`config.mk`:
```
export PLATFORM = sky130hd
export DESIGN_NAME = icache_boot_ctrl
export DESIGN_NICKNAME = d
export VERILOG_FILES = /design/src/rtl/boot_ctrl_pkg.sv /design/src/rtl/boot_cksum.sv /design/src/rtl/icache_boot_ctrl.sv
export SDC_FILE = /design/constraint.sdc
export NUM_CORES = 1
export LEC_CHECK = 0
export BUFFER_PORTS_ARGS = -buffer_cell sky130_fd_sc_hd__buf_2
export CAP_MARGIN = 0
export CORE_MARGIN = 2
export CORE_UTILIZATION = 40
export DETAILED_ROUTE_END_ITERATION = 6
export GPL_ROUTABILITY_DRIVEN = 1
export SLEW_MARGIN = 15
export SYNTH_ARGS = -nofsm -noshare
export SYNTH_HDL_FRONTEND = slang
export SYNTH_HIERARCHICAL = 1
export SYNTH_SLANG_ARGS = --single-unit
export TNS_END_PERCENT = 10
```
`constraint.sdc`:
```
create_clock -name clk -period 4.75 [get_ports clk]
set_input_delay 0.475 -clock clk [delete_from_list [all_inputs] [get_ports clk]]
set_output_delay 0.475 -clock clk [all_outputs]
set_load 0.02 [all_outputs]
```
`src/rtl/boot_ctrl_pkg.sv`:
```
// rtl/boot_ctrl_pkg.sv - shared FSM states and icache geometry for the boot loader (CHECK exists only with BOOT_CKSUM_EN)
package boot_ctrl_pkg;

    localparam int ICACHE_DEPTH = 256;
    localparam int ICACHE_AW    = 8;
    localparam int ICACHE_DW    = 32;
    localparam int CNT_W        = 9;

    typedef enum logic [2:0] {
        IDLE  = 3'd0,
        LOAD  = 3'd1,
`ifdef BOOT_CKSUM_EN
        CHECK = 3'd2,
`endif
        DONE  = 3'd3,
        ERR   = 3'd4
    } boot_state_e;

endpackage

```
`src/rtl/boot_cksum.sv`:
```
// rtl/boot_cksum.sv - running mod-2^32 sum of loaded words and compare against the trailing checksum word
module boot_cksum
    import boot_ctrl_pkg::*;
(
    input  logic                 clk,
    input  logic                 rst_n,
    input  logic                 clr_i,
    input  logic                 add_i,
    input  logic [ICACHE_DW-1:0] data_i,
    output logic                 match_o
);

    logic [ICACHE_DW-1:0] sum_q;

    always_ff @(posedge clk or negedge rst_n) begin
        if (!rst_n) begin
            sum_q <= '0;
        end else if (clr_i) begin
            sum_q <= '0;
        end else if (add_i) begin
            sum_q <= sum_q + data_i;
        end
    end

    // Compared against the word currently on the input, i.e. the checksum word while in CHECK.
    assign match_o = (sum_q == data_i);

endmodule

```
`src/rtl/icache_boot_ctrl.sv`:
```
// rtl/icache_boot_ctrl.sv - streams boot words into the icache and holds the CPU until loaded (optional BOOT_CKSUM_EN)
module icache_boot_ctrl
    import boot_ctrl_pkg::*;
(
    input  logic                 clk,
    input  logic                 rst_n,
    input  logic                 start,
    input  logic [CNT_W-1:0]     word_cnt,
    input  logic                 in_valid,
    input  logic [ICACHE_DW-1:0] in_data,
    output logic                 in_ready,
    output logic [ICACHE_AW-1:0] boot_addr,
    output logic [ICACHE_DW-1:0] boot_datai,
    output logic                 boot_web,
    output logic                 boot_up,
    output logic                 boot_done,
    output logic                 boot_err
);

    localparam logic [CNT_W-1:0]     MAX_CNT   = CNT_W'(ICACHE_DEPTH);
    localparam logic [ICACHE_AW-1:0] LAST_ADDR = {ICACHE_AW{1'b1}};

    boot_state_e          state_q;
    logic [CNT_W-1:0]     cnt_q;
    logic [ICACHE_AW-1:0] addr_cnt_q;
    logic                 in_ready_q;
    logic [ICACHE_AW-1:0] boot_addr_q;
    logic [ICACHE_DW-1:0] boot_datai_q;
    logic                 boot_web_q;
    logic                 boot_up_q;
    logic                 boot_done_q;

    logic [CNT_W-1:0]     eff_cnt_d;
    logic                 xfer;
    logic                 last_word;
    logic                 can_start;

    assign eff_cnt_d = (word_cnt > MAX_CNT) ? MAX_CNT : word_cnt;
    assign xfer      = in_valid & in_ready_q;
    assign last_word = (({1'b0, addr_cnt_q} + CNT_W'(1)) == cnt_q);
    assign can_start = start & ((state_q == IDLE) | (state_q == DONE) | (state_q == ERR));

`ifdef BOOT_CKSUM_EN
    logic cksum_match;
    logic boot_err_q;

    boot_cksum u_cksum (
        .clk     (clk),
        .rst_n   (rst_n),
        .clr_i   (can_start),
        .add_i   (xfer && (state_q == LOAD)),
        .data_i  (in_data),
        .match_o (cksum_match)
    );

    assign boot_err = boot_err_q;
`else
    assign boot_err = 1'b0;
`endif

    always_ff @(posedge clk or negedge rst_n) begin
        if (!rst_n) begin
            state_q      <= IDLE;
            cnt_q        <= '0;
            addr_cnt_q   <= '0;
            in_ready_q   <= 1'b0;
            boot_addr_q  <= '0;
            boot_datai_q <= '0;
            boot_web_q   <= 1'b1;
            boot_up_q    <= 1'b1;
            boot_done_q  <= 1'b0;
`ifdef BOOT_CKSUM_EN
            boot_err_q   <= 1'b0;
`endif
        end else begin
            boot_web_q <= 1'b1;
            case (state_q)
                IDLE, DONE, ERR: begin
                    // Status follows the state one cycle late, so release lands two cycles after the last transfer.
                    if (state_q == DONE) begin
                        boot_up_q   <= 1'b0;
                        boot_done_q <= 1'b1;
                    end
`ifdef BOOT_CKSUM_EN
                    if (state_q == ERR) begin
                        boot_err_q <= 1'b1;
                    end
`endif
                    if (can_start) begin
                        cnt_q       <= eff_cnt_d;
                        addr_cnt_q  <= '0;
                        boot_up_q   <= 1'b1;
                        boot_done_q <= 1'b0;
`ifdef BOOT_CKSUM_EN
                        boot_err_q  <= 1'b0;
                        in_ready_q  <= 1'b1;
                        state_q     <= (eff_cnt_d == '0) ? CHECK : LOAD;
`else
                        if (eff_cnt_d == '0) begin
                            // Empty image: release the CPU straight away.
                            state_q     <= DONE;
                            boot_up_q   <= 1'b0;
                            boot_done_q <= 1'b1;
                        end else begin
                            state_q    <= LOAD;
                            in_ready_q <= 1'b1;
                        end
`endif
                    end
                end
                LOAD: begin
                    if (xfer) begin
                        boot_web_q   <= 1'b0;
                        boot_addr_q  <= addr_cnt_q;
                        boot_datai_q <= in_data;
                        if (addr_cnt_q != LAST_ADDR) begin
                            addr_cnt_q <= addr_cnt_q + 1'b1;
                        end
                        if (last_word) begin
`ifdef BOOT_CKSUM_EN
                            state_q <= CHECK;
`else
                            state_q    <= DONE;
                            in_ready_q <= 1'b0;
`endif
                        end
                    end
                end
`ifdef BOOT_CKSUM_EN
                CHECK: begin
                    if (xfer) begin
                        in_ready_q <= 1'b0;
                        state_q    <= cksum_match ? DONE : ERR;
                    end
                end
`endif
                default: begin
                    state_q    <= IDLE;
                    in_ready_q <= 1'b0;
                end
            endcase
        end
    end

    assign in_ready   = in_ready_q;
    assign boot_addr  = boot_addr_q;
    assign boot_datai = boot_datai_q;
    assign boot_web   = boot_web_q;
    assign boot_up    = boot_up_q;
    assign boot_done  = boot_done_q;

endmodule
```
======== After elaboration in Yosys (flattened, before gate mapping) ========
Index checks and enable logic that the tools add are counted.
operators by class
  $add $sub $neg .......................... 2
  $lt $le $gt $ge ......................... 1
  equality and inequality tests ........... 10
  mux-type cells .......................... 23
  bitwise operators ....................... 4
  reduce and logical (&&, ||, !) cells .... 11
operator list
  operator                                               number
  two-way mux 8 bit                                      3
  one-hot mux 8 bit (2 select lines)                     1
  two-way mux 1 bit                                      12
  != test 2 bit (second input constant)                  5
  adder 8 x 1 -> 9 bit (second input constant)           1
  equality test 9 bit                                    1
  greater-than comparator 9 bit (second input constant)  1
  zero test 9 bit                                        1
  two-way mux 3 bit                                      3
  two-way mux 9 bit                                      1
  adder 8 x 1 -> 8 bit (second input constant)           1
  != test 8 bit (second input constant)                  1
  AND reduction 4 bit                                    2
  one-hot mux 3 bit (2 select lines)                     1
  AND reduction 2 bit                                    3
  nonzero test 2 bit                                     2
  equality test 3 x 1 -> 1 bit (second input constant)   1
  equality test 3 x 2 -> 1 bit (second input constant)   1
  equality test 3 bit (second input constant)            1
  zero test 3 bit                                        1
  AND reduction 3 bit                                    1
  OR reduction 3 bit                                     1
  AND 1 bit                                              2
  two-way mux 2 bit                                      1
  other kinds (2)                                        3
storage, ports and cells
  flip-flop bits (word level) ............. 64
  input port bits ......................... 45
  output and inout bits ................... 45
  word-level logic and storage cells ...... 60

======== Logic depth before layout (Yosys ltp) ========
Gate-level depths: netlist (run 1).
  depth after elaboration ................. 6
  gate-level depth with buffers ........... 9
  gate-level depth less buffers ........... 7

======== Least setup slack after synthesis (run 1) ========
No wires, ideal clock.
  kind .................................... register to register
  from .................................... register addr_cnt_q[0]
  to ...................................... register state_q[1]
  setup time .............................. 0.131 ns
  arrival ................................. 2.053 ns
  data required time ...................... 4.619 ns
  slack ................................... 2.566 ns
  stages on the path, launching flop included .. 8
  buffers on the path ..................... 0
  period minus slack after synthesis ...... 2.184 ns
  cell sequence ........................... dfrtp_1 -> ha_1 -> nor2b_1 -> or3_1 -> a31oi_1 -> o2111ai_1 -> and3_1 -> or3_1
on the way
  cells in the longest elaborated chain, start to end .. 4
ends and longest elaborated chain
  item                                  line                     text
  from (decl)                           icache_boot_ctrl.sv:25   logic [ICACHE_AW-1:0] addr_cnt_q;
  from (signal assigned)                icache_boot_ctrl.sv:117  addr_cnt_q <= addr_cnt_q + 1'b1;
  adder 8 x 1 -> 9 bit                  icache_boot_ctrl.sv:40   assign last_word = (({1'b0, addr_cnt_q} + CNT_W'(1)) == cnt_q);
  equality test 9 bit                   icache_boot_ctrl.sv:40
  != test 2 bit (no source line)        -
  AND reduction 3 bit (no source line)  -
  to (signal assigned)                  icache_boot_ctrl.sv:63   state_q <= IDLE;
  to (signal assigned)                  icache_boot_ctrl.sv:101  state_q <= DONE;
  to (signal assigned)                  icache_boot_ctrl.sv:105  state_q <= LOAD;
  to (decl)                             icache_boot_ctrl.sv:23   boot_state_e state_q;
Every way passes these cells.
A chain may end at the register's enable or synchronous reset.

======== Final worst setup path (run 1) ========
  from .................................... register state_q[1]
  to ...................................... register boot_datai_q[6], in the netlist boot_datai[6]
on the way
  cells in the longest elaborated chain, start to end .. 2
ends and longest elaborated chain
  item                                  line                     text
  equality test 3 x 1 -> 1 bit          icache_boot_ctrl.sv:77   case (state_q)
  AND reduction 2 bit (no source line)  -
  to (signal assigned)                  icache_boot_ctrl.sv:115  boot_datai_q <= in_data;
  to (decl)                             icache_boot_ctrl.sv:28   logic [ICACHE_DW-1:0] boot_datai_q;
Every way passes these cells.

==> metrics.txt, run 1 <==
Area growth syn-to-layout 25.7%; Ports 90; post_cts resized 0; Sw Pwr approximately 230 µW; WL/cell 12.5 µm; CTS tree built; DR DRC count 0; I/O Buffers 88; Crit Path Max Fanout 41; pin count of the biggest net entering global routing 64; Worst-path clk slew roughly 0.070 ns; Filler cells roughly 680; Clock Sinks 63; CP Cell Sequence inv_1, ha_1, nand3_2, mux2_2; H-tree levels 3; initial antenna violation count 0; worst path arrival time roughly 2.7 ns; cell area power density around 300 nW/µm²; layout cells sized above 1 approximately 44%; slowest cell on the critical path nand3_2; min Tclk post-route around 2.5 ns; final hold vios 0; worst endpoint required time approximately 5 ns; clk_skew just over 0.006 ns; CTS Buf Count 9; kind of critical path flop to flop; register area share after synthesis 54.1%; status completed; R2R Path Start state_q[1]; highest clock rate approximately 400 MHz; reg-to-reg slack, setup roughly 2.3 ns; CP endpoint kind flop; first-pass GRT wire length about 8.8 mm; Vias between 2000 and 2500; Synthesized Nets ~300; Netlist Area Pre-Place between 2000 and 3000 µm²; Final Cycle Share approximately half; Non-Filler Instances 446; CP peak stage delay around 0.82 ns; max_slew headroom between 30% and 40%; RR Endpoint boot_datai[6]; unrepaired setup endpoints after global routing no; max-slew violation count 0; Core ar. 7180 µm²; maxcap violations 0; synthesized area per cell between 10 and 15 µm²; Vias/cell between 4 and 5; Initial Utilization between 40% and 50%; Worst-Margin Slew 0.978 ns; die height just under 90 µm; Flop pwr share between 40% and 50%; number of synthesized register bits 63; Hold WC Path Type input pin to asynchronous set/reset pin; final setup violation count 0; Post-DRT Antenna Nets 0; Pre-Repair DR Iteration Count 4; Post-synth top flop dfrtp_1; Die ar. about 8000 µm²; clock share of power between 40% and 50%; number of global-route vias before repair about 2000; Pleak approximately 0.002 µW; row count 31; R2R depth 4; Comb pwr share ~3.0%; setup TNS 0 ns; Cells after Synth 254; Root Buffer clkbuf_8; Placed Cells 430; worst hold slack 0.299 ns; gpl congestion 0.799; final WL between 5 and 6 mm; crit path launch type flop; Total Power between 1000 and 1500 µW; GRT overflow 0; ANT cells 0; DPL Wire Length 3.98 mm; Sw Ratio about a fifth; asr flop ratio synth 100%; DRT iter0 DRCs a little under 80; final net count 391; Cell variety after synth 46; die width ~89 µm; Int Pwr approximately 860 µW; Overall Global Routing Usage approximately 14%; Yosys warnings 6; hold buffers post-CTS 0; maximum vdd drop ~0.16 mV; setup repair bufs after CTS 0; Clk Latency, worst-skew pair around 0.34 ns; Clock Tree Buf Depth 2; Post-synth EDFFs 0
==> Yosys cell counts, types with 2 or more instances <==
| master | instances | area share [%] |
|---|---|---|
| o31ai_1 | 4 | 1.0 |
| nor2_1 | 11 | 1.4 |
| a21oi_1 | 3 | 0.51 |
| nor3_1 | 3 | 0.51 |
| dfstp_2 | 2 | 1.8 |
| or4_1 | 2 | 0.51 |
| ha_1 | 4 | 1.7 |
| xnor2_1 | 6 | 1.8 |
| and3_1 | 2 | 0.43 |
| nor3b_1 | 2 | 0.51 |
| or3_1 | 4 | 0.86 |
| a31oi_1 | 3 | 0.64 |
| o41ai_1 | 2 | 0.60 |
| mux2_2 | 41 | 16 |
| dfrtp_1 | 61 | 52 |
| inv_1 | 9 | 1.2 |
| nor2b_1 | 3 | 0.64 |
| nand3_1 | 7 | 1.2 |
| xor2_1 | 2 | 0.60 |
| nand2_1 | 21 | 2.7 |
| clkbuf_1 | 4 | 0.51 |
| nand2b_1 | 9 | 1.9 |
| buf_1 | 4 | 0.51 |
| buf_4 | 2 | 0.51 |
| o21ai_0 | 20 | 3.4 |
| a221oi_1 | 2 | 0.60 |
| buf_2 | 2 | 0.34 |
==> power by group through the flow <==
stage	combinational, µW	sequential (µW)	clock, µW
2_1_floorplan	4.72	547	0
3_3_place_gp	34.7	546	0
3_5_place_dp	34.7	546	0
4_1_cts	34.8	536	544
5_1_grt	39.2	536	571
6_report	33.4	536	529
==> through the flow <==
step           worst slack, ns  instance area (µm²)  utilization (%)
2_1_floorplan             2.57                 2920                -
3_3_place_gp              2.28                 3440             48.0
3_5_place_dp              2.25                 3440             48.0
4_1_cts                   2.23                 3670             51.2
5_1_grt                   2.06                 3670             51.2
6_report                  2.29                 3670             51.2
==> cell families after synthesis <==
logic type / synth area share [%]
xor gates and xnor gates: 2.40
AOI/OAI and AO/OA: 9.81
buffers and inverters: 3.04
and+or+nand+nor: 12.7
muxes: 16.2
DFF: 54.1
other: 0.128
adders and majority gates: 1.71
==> critical path: cells and delay by family (launching register included) <==
family,cells,cell delay [ns]
and+or+nand+nor,1,0.82
DFF,1,0.45
adders and majority gates,1,0.37
buffers and inverters,1,0.08
muxes,1,0.58
==> worst max path at each step <==
stage / from / endpoint / slack, ns
final: state_q[1] / boot_datai[6] / 2.29
after global routing: state_q[1] / boot_datai[6] / 2.06
after CTS: state_q[1] / boot_datai[6] / 2.23
after detailed placement: state_q[1] / boot_datai[6] / 2.25
after global placement: state_q[1] / boot_datai[27] / 2.28
after floorplan: addr_cnt_q[0] / state_q[1] / 2.57
==> metal layers <==
metal,share of wire [%],vias up,global-route usage (%)
li1,-,1072,-
met1,48,1011,18.8
met2,43,80,21.6
met3,7.4,5,5.45
met4,0.63,0,4.88
met5,0,-,0
==> state kept, by name, summed over array words and instances (netlist names) <==
name and flops:
boot_web 1, cnt_q 9, boot_done 1, addr_cnt_q 8, boot_addr 8, state_q 2, boot_up 1, boot_datai 32
in_ready 1
==> layout by cell type, fill, tap and decap left out, drive strengths merged, types with 7 or more instances in the layout <==
| cell | count |
|---|---|
| dfrtp | 61 |
| mux2 | 41 |
| o21ai | 20 |
| nand2 | 21 |
| nand3 | 7 |
| nor2 | 11 |
| inv | 10 |
| clkbuf | 10 |
| nand2b | 9 |
| buf | 89 |
==> final cells by class <==
| type | instances | area [µm²] | share of cell area (%) |
|---|---|---|---|
| repair buffers | 89 | 448 | 12.2 |
| clock inverters | 6 | 92.6 | 2.52 |
| well taps | 99 | 124 | 3.37 |
| flip-flops and latches | 63 | 1580 | 43.0 |
| clock buffers | 10 | 138 | 3.75 |
| inverters | 9 | 33.8 | 0.920 |
| multi-input cells | 170 | 1260 | 34.2 |
Power figures use the tool's default switching activity.
==> inputs of run 2 (changes only) <==
--- a/config.mk
+++ b/config.mk
@@ -5,12 +5,14 @@
 export SDC_FILE = /design/constraint.sdc
 export NUM_CORES = 1
 export LEC_CHECK = 0
+export ABC_AREA = 1
 export BUFFER_PORTS_ARGS = -buffer_cell sky130_fd_sc_hd__buf_2
 export CAP_MARGIN = 0
 export CORE_MARGIN = 2
 export CORE_UTILIZATION = 40
 export DETAILED_ROUTE_END_ITERATION = 6
 export GPL_ROUTABILITY_DRIVEN = 1
+export PLACE_DENSITY = 0.65
 export SLEW_MARGIN = 15
 export SYNTH_ARGS = -nofsm -noshare
 export SYNTH_HDL_FRONTEND = slang
==> constraint.sdc (replaced) <==
create_clock -name clk -period 2.5 [get_ports clk]
set_input_delay 0.25 -clock clk [delete_from_list [all_inputs] [get_ports clk]]
set_output_delay 0.25 -clock clk [all_outputs]
set_load 0.02 [all_outputs]
==> run 2 against run 1 <==
  * Critical path depth grew 5
  * Clock skew up 0.0031 ns
  * Fmax grew 27%
  * Clock-buffer cell count up 2
  * Final cell count is 8.1% higher
  * Register-to-register slack worse by 1.7 ns
  * Routed wire length grew 4.6%
  * Die area fell by 3.1%
  * First-iteration DRC count is 11% higher
  * Non-clock buffer count rose by 3
  * Synthesized area shrank 3.3%
==> metrics.txt, run 2 <==
status completed (unchanged); Vias 2247 (was 2168); DRT iter0 DRCs 88 (was 79); setup repair bufs after CTS 0 (unchanged); number of global-route vias before repair 2010 (was 1960); Synthesized Nets 334 (was 303); setup TNS 0 ns (unchanged); Pleak 0.00180 µW (was 0.00199 µW); commonest cells in the synthesized netlist dfrtp_1, nand2_1, mux2_2 (was dfrtp_1, mux2_2, nand2_1); maxcap violations 0 (unchanged); I/O Buffers 88 (unchanged); Worst-Margin Slew 0.541 ns (was 0.978 ns); Hold WC Path Type input pin to flop (was input pin to asynchronous set/reset pin); top post-synthesis cells by area dfrtp_1, mux2_2, nand2_1 (was dfrtp_1, mux2_2, o21ai_0); Area growth syn-to-layout 27.6% (was 25.7%); Final Cycle Share 77.4% (was 51.7%); Cell variety after synth 25 (was 46); kind of critical path flop to flop (unchanged); asr flop ratio synth 100% (unchanged); gpl congestion 0.900 (was 0.799); die width 88.0 µm (was 89.4 µm); min Tclk post-route 1.93 ns (was 2.46 ns); synthesized area per cell 9.91 µm² (was 11.5 µm²); unrepaired setup endpoints after global routing no (unchanged); Placed Cells 465 (was 430); pin count of the biggest net entering global routing 50 (was 64); simple-gate area share of the yosys netlist 16.7% (was 12.7%); Post-Synth XOR/XNOR Area 0% (was 2.40%); Pre-Repair DR Iteration Count 4 (unchanged); final WL 5.83 mm (was 5.58 mm); Die ar. 7750 µm² (was 8000 µm²); Yosys warnings 6 (unchanged); Root Buffer clkbuf_8 (unchanged); DPL Wire Length 4.22 mm (was 3.98 mm); row count 30 (was 31); Non-Filler Instances 482 (was 446); max_slew headroom 64.0% (was 34.7%); register area share after synthesis 55.9% (was 54.1%); die height 88.0 µm (was 89.4 µm); H-tree levels 3 (unchanged); first-pass GRT wire length 9.27 mm (was 8.83 mm); FF+latch area 1580 µm² (unchanged); initial antenna violation count 0 (unchanged); clk_skew 0.00931 ns (was 0.00618 ns); worst endpoint required time 2.76 ns (was 4.96 ns); Vias/cell 4.66 (was 4.86); post_cts resized 0 (unchanged); number of synthesized register bits 63 (unchanged); final setup violation count 0 (unchanged); area leader, netlist dfrtp_1 (unchanged); Post-synth top flop dfrtp_1 (unchanged); worst path arrival time 2.20 ns (was 2.67 ns); multi-input logic area 1110 µm² (was 1260 µm²); mux share of post-synthesis cell area 12.8% (was 16.2%); ANT cells 0 (unchanged); final net count 430 (was 391); Core ar. 6830 µm² (was 7180 µm²); Post-DRT Antenna Nets 0 (unchanged); Total Power 4590 µW (was 1100 µW); reg-to-reg slack, setup 0.57 ns (was 2.29 ns); Clock Sinks 63 (unchanged); Ports 90 (unchanged); main combinational cell family by area after synthesis simple AND/OR/NAND/NOR gates (was multiplexers); maximum vdd drop 0.535 mV (was 0.156 mV); layout cells sized above 1 37.8% (was 44.1%); most frequent cells in the layout buf_2, nand2_1, dfrtp_1 (was buf_2, dfrtp_1, mux2_2); WL/cell 12.1 µm (was 12.5 µm); Adder-Cell Fraction of Synth Area 1.77% (was 1.71%); final core utilization 52.7% (was 51.2%); Setup WS pre-CTS 0.596 ns (was 2.25 ns); GRT overflow 0 (unchanged); Cells after Synth 285 (was 254); Post-synth EDFFs 0 (unchanged); hold buffers post-CTS 1 (was 0); CTS Buf Count 9 (unchanged); cell area power density 1270 nW/µm² (was 299 nW/µm²); CP endpoint kind flop (unchanged); Filler cells 627 (was 683); fin worst setup slack 0.566 ns (was 2.29 ns); compound-gate portion of the synthesized area 7.75% (was 9.81%); max FFs per register 32 (unchanged); max-slew violation count 0 (unchanged); Netlist Area Pre-Place 2820 µm² (was 2920 µm²); Clock Tree Buf Depth 2 (unchanged); commonest non-fill, non-tap cell in the layout buf_2 (unchanged); final hold vios 0 (unchanged); highest clock rate 517 MHz (was 407 MHz); Overall Global Routing Usage 15.7% (was 14.3%); Clk Latency, worst-skew pair 0.35 ns (was 0.34 ns); CTS tree built (unchanged); Initial Utilization 41.3% (was 40.7%); Worst-path clk slew 0.07 ns (about the same); Synth top area share 54.1% (was 52.3%); Crit Path Max Fanout 10 (was 41); crit path launch type flop (unchanged); DR DRC count 0 (unchanged)
==> run 2: through the flow <==
| step | area, µm² | hold slack, ns |
|---|---|---|
| after floorplan | 2820 | -0.0456 |
| after global placement | 3380 | 0.305 |
| after detailed placement | 3380 | 0.301 |
| after CTS | 3600 | 0.118 |
| after global routing | 3600 | 0.117 |
| final | 3600 | 0.125 |
==> run 2: path summary, 6_finish.rpt <==
check                             start        endpoint  depth (start not counted)
setup / recovery             state_q[0]   addr_cnt_q[0]                          9
hold / removal              in_data[25]  boot_datai[25]                          2
setup reg to reg             state_q[0]   addr_cnt_q[0]                          9
hold reg to reg            boot_addr[2]    boot_addr[2]                          2
max in group asynchronous         rst_n         boot_up                          3
min in group asynchronous         rst_n   boot_datai[3]                          3
==> run 2: metal layers <==
metal	track usage (%)	vias up	routed length, µm	share of wire, %
li1	-	1143	-	-
met1	20.6	1015	2720	47
met2	23.8	80	2530	43
met3	6.13	9	495	8.5
met4	5.65	0	89	1.5
met5	0	-	0	0
==> run 2: critical path: stages (launching register included) <==
cell and delay (ns):
dfrtp_1 0.40, inv_1 0.06, ha_1 0.34, inv_1 0.16, o21ai_0 0.09, inv_1 0.11, o21ai_0 0.12, a21oi_2 0.38
nand3_1 0.11, o21ai_0 0.09
==> run 2: power by group <==
group	switching [µW]	internal (µW)
logic	1190	745
registers	219	1470
clock network	385	586
==> run 2: final cells by class <==
| cell class | count | share of cell area [%] |
|---|---|---|
| clock buffers | 12 | 4.03 |
| inverters | 28 | 2.92 |
| multi-input cells | 187 | 30.8 |
| well taps | 96 | 3.33 |
| repair buffers | 92 | 13.1 |
| clock inverters | 4 | 1.94 |
| flip-flops and latches | 63 | 43.8 |
==> run 2: cells by family after synthesis <==
family | count (synthesis)
simple gates | 109
flops | 63
compound gates | 41
buf+inv | 35
mux | 32
fa+ha+maj | 4
other cells | 1
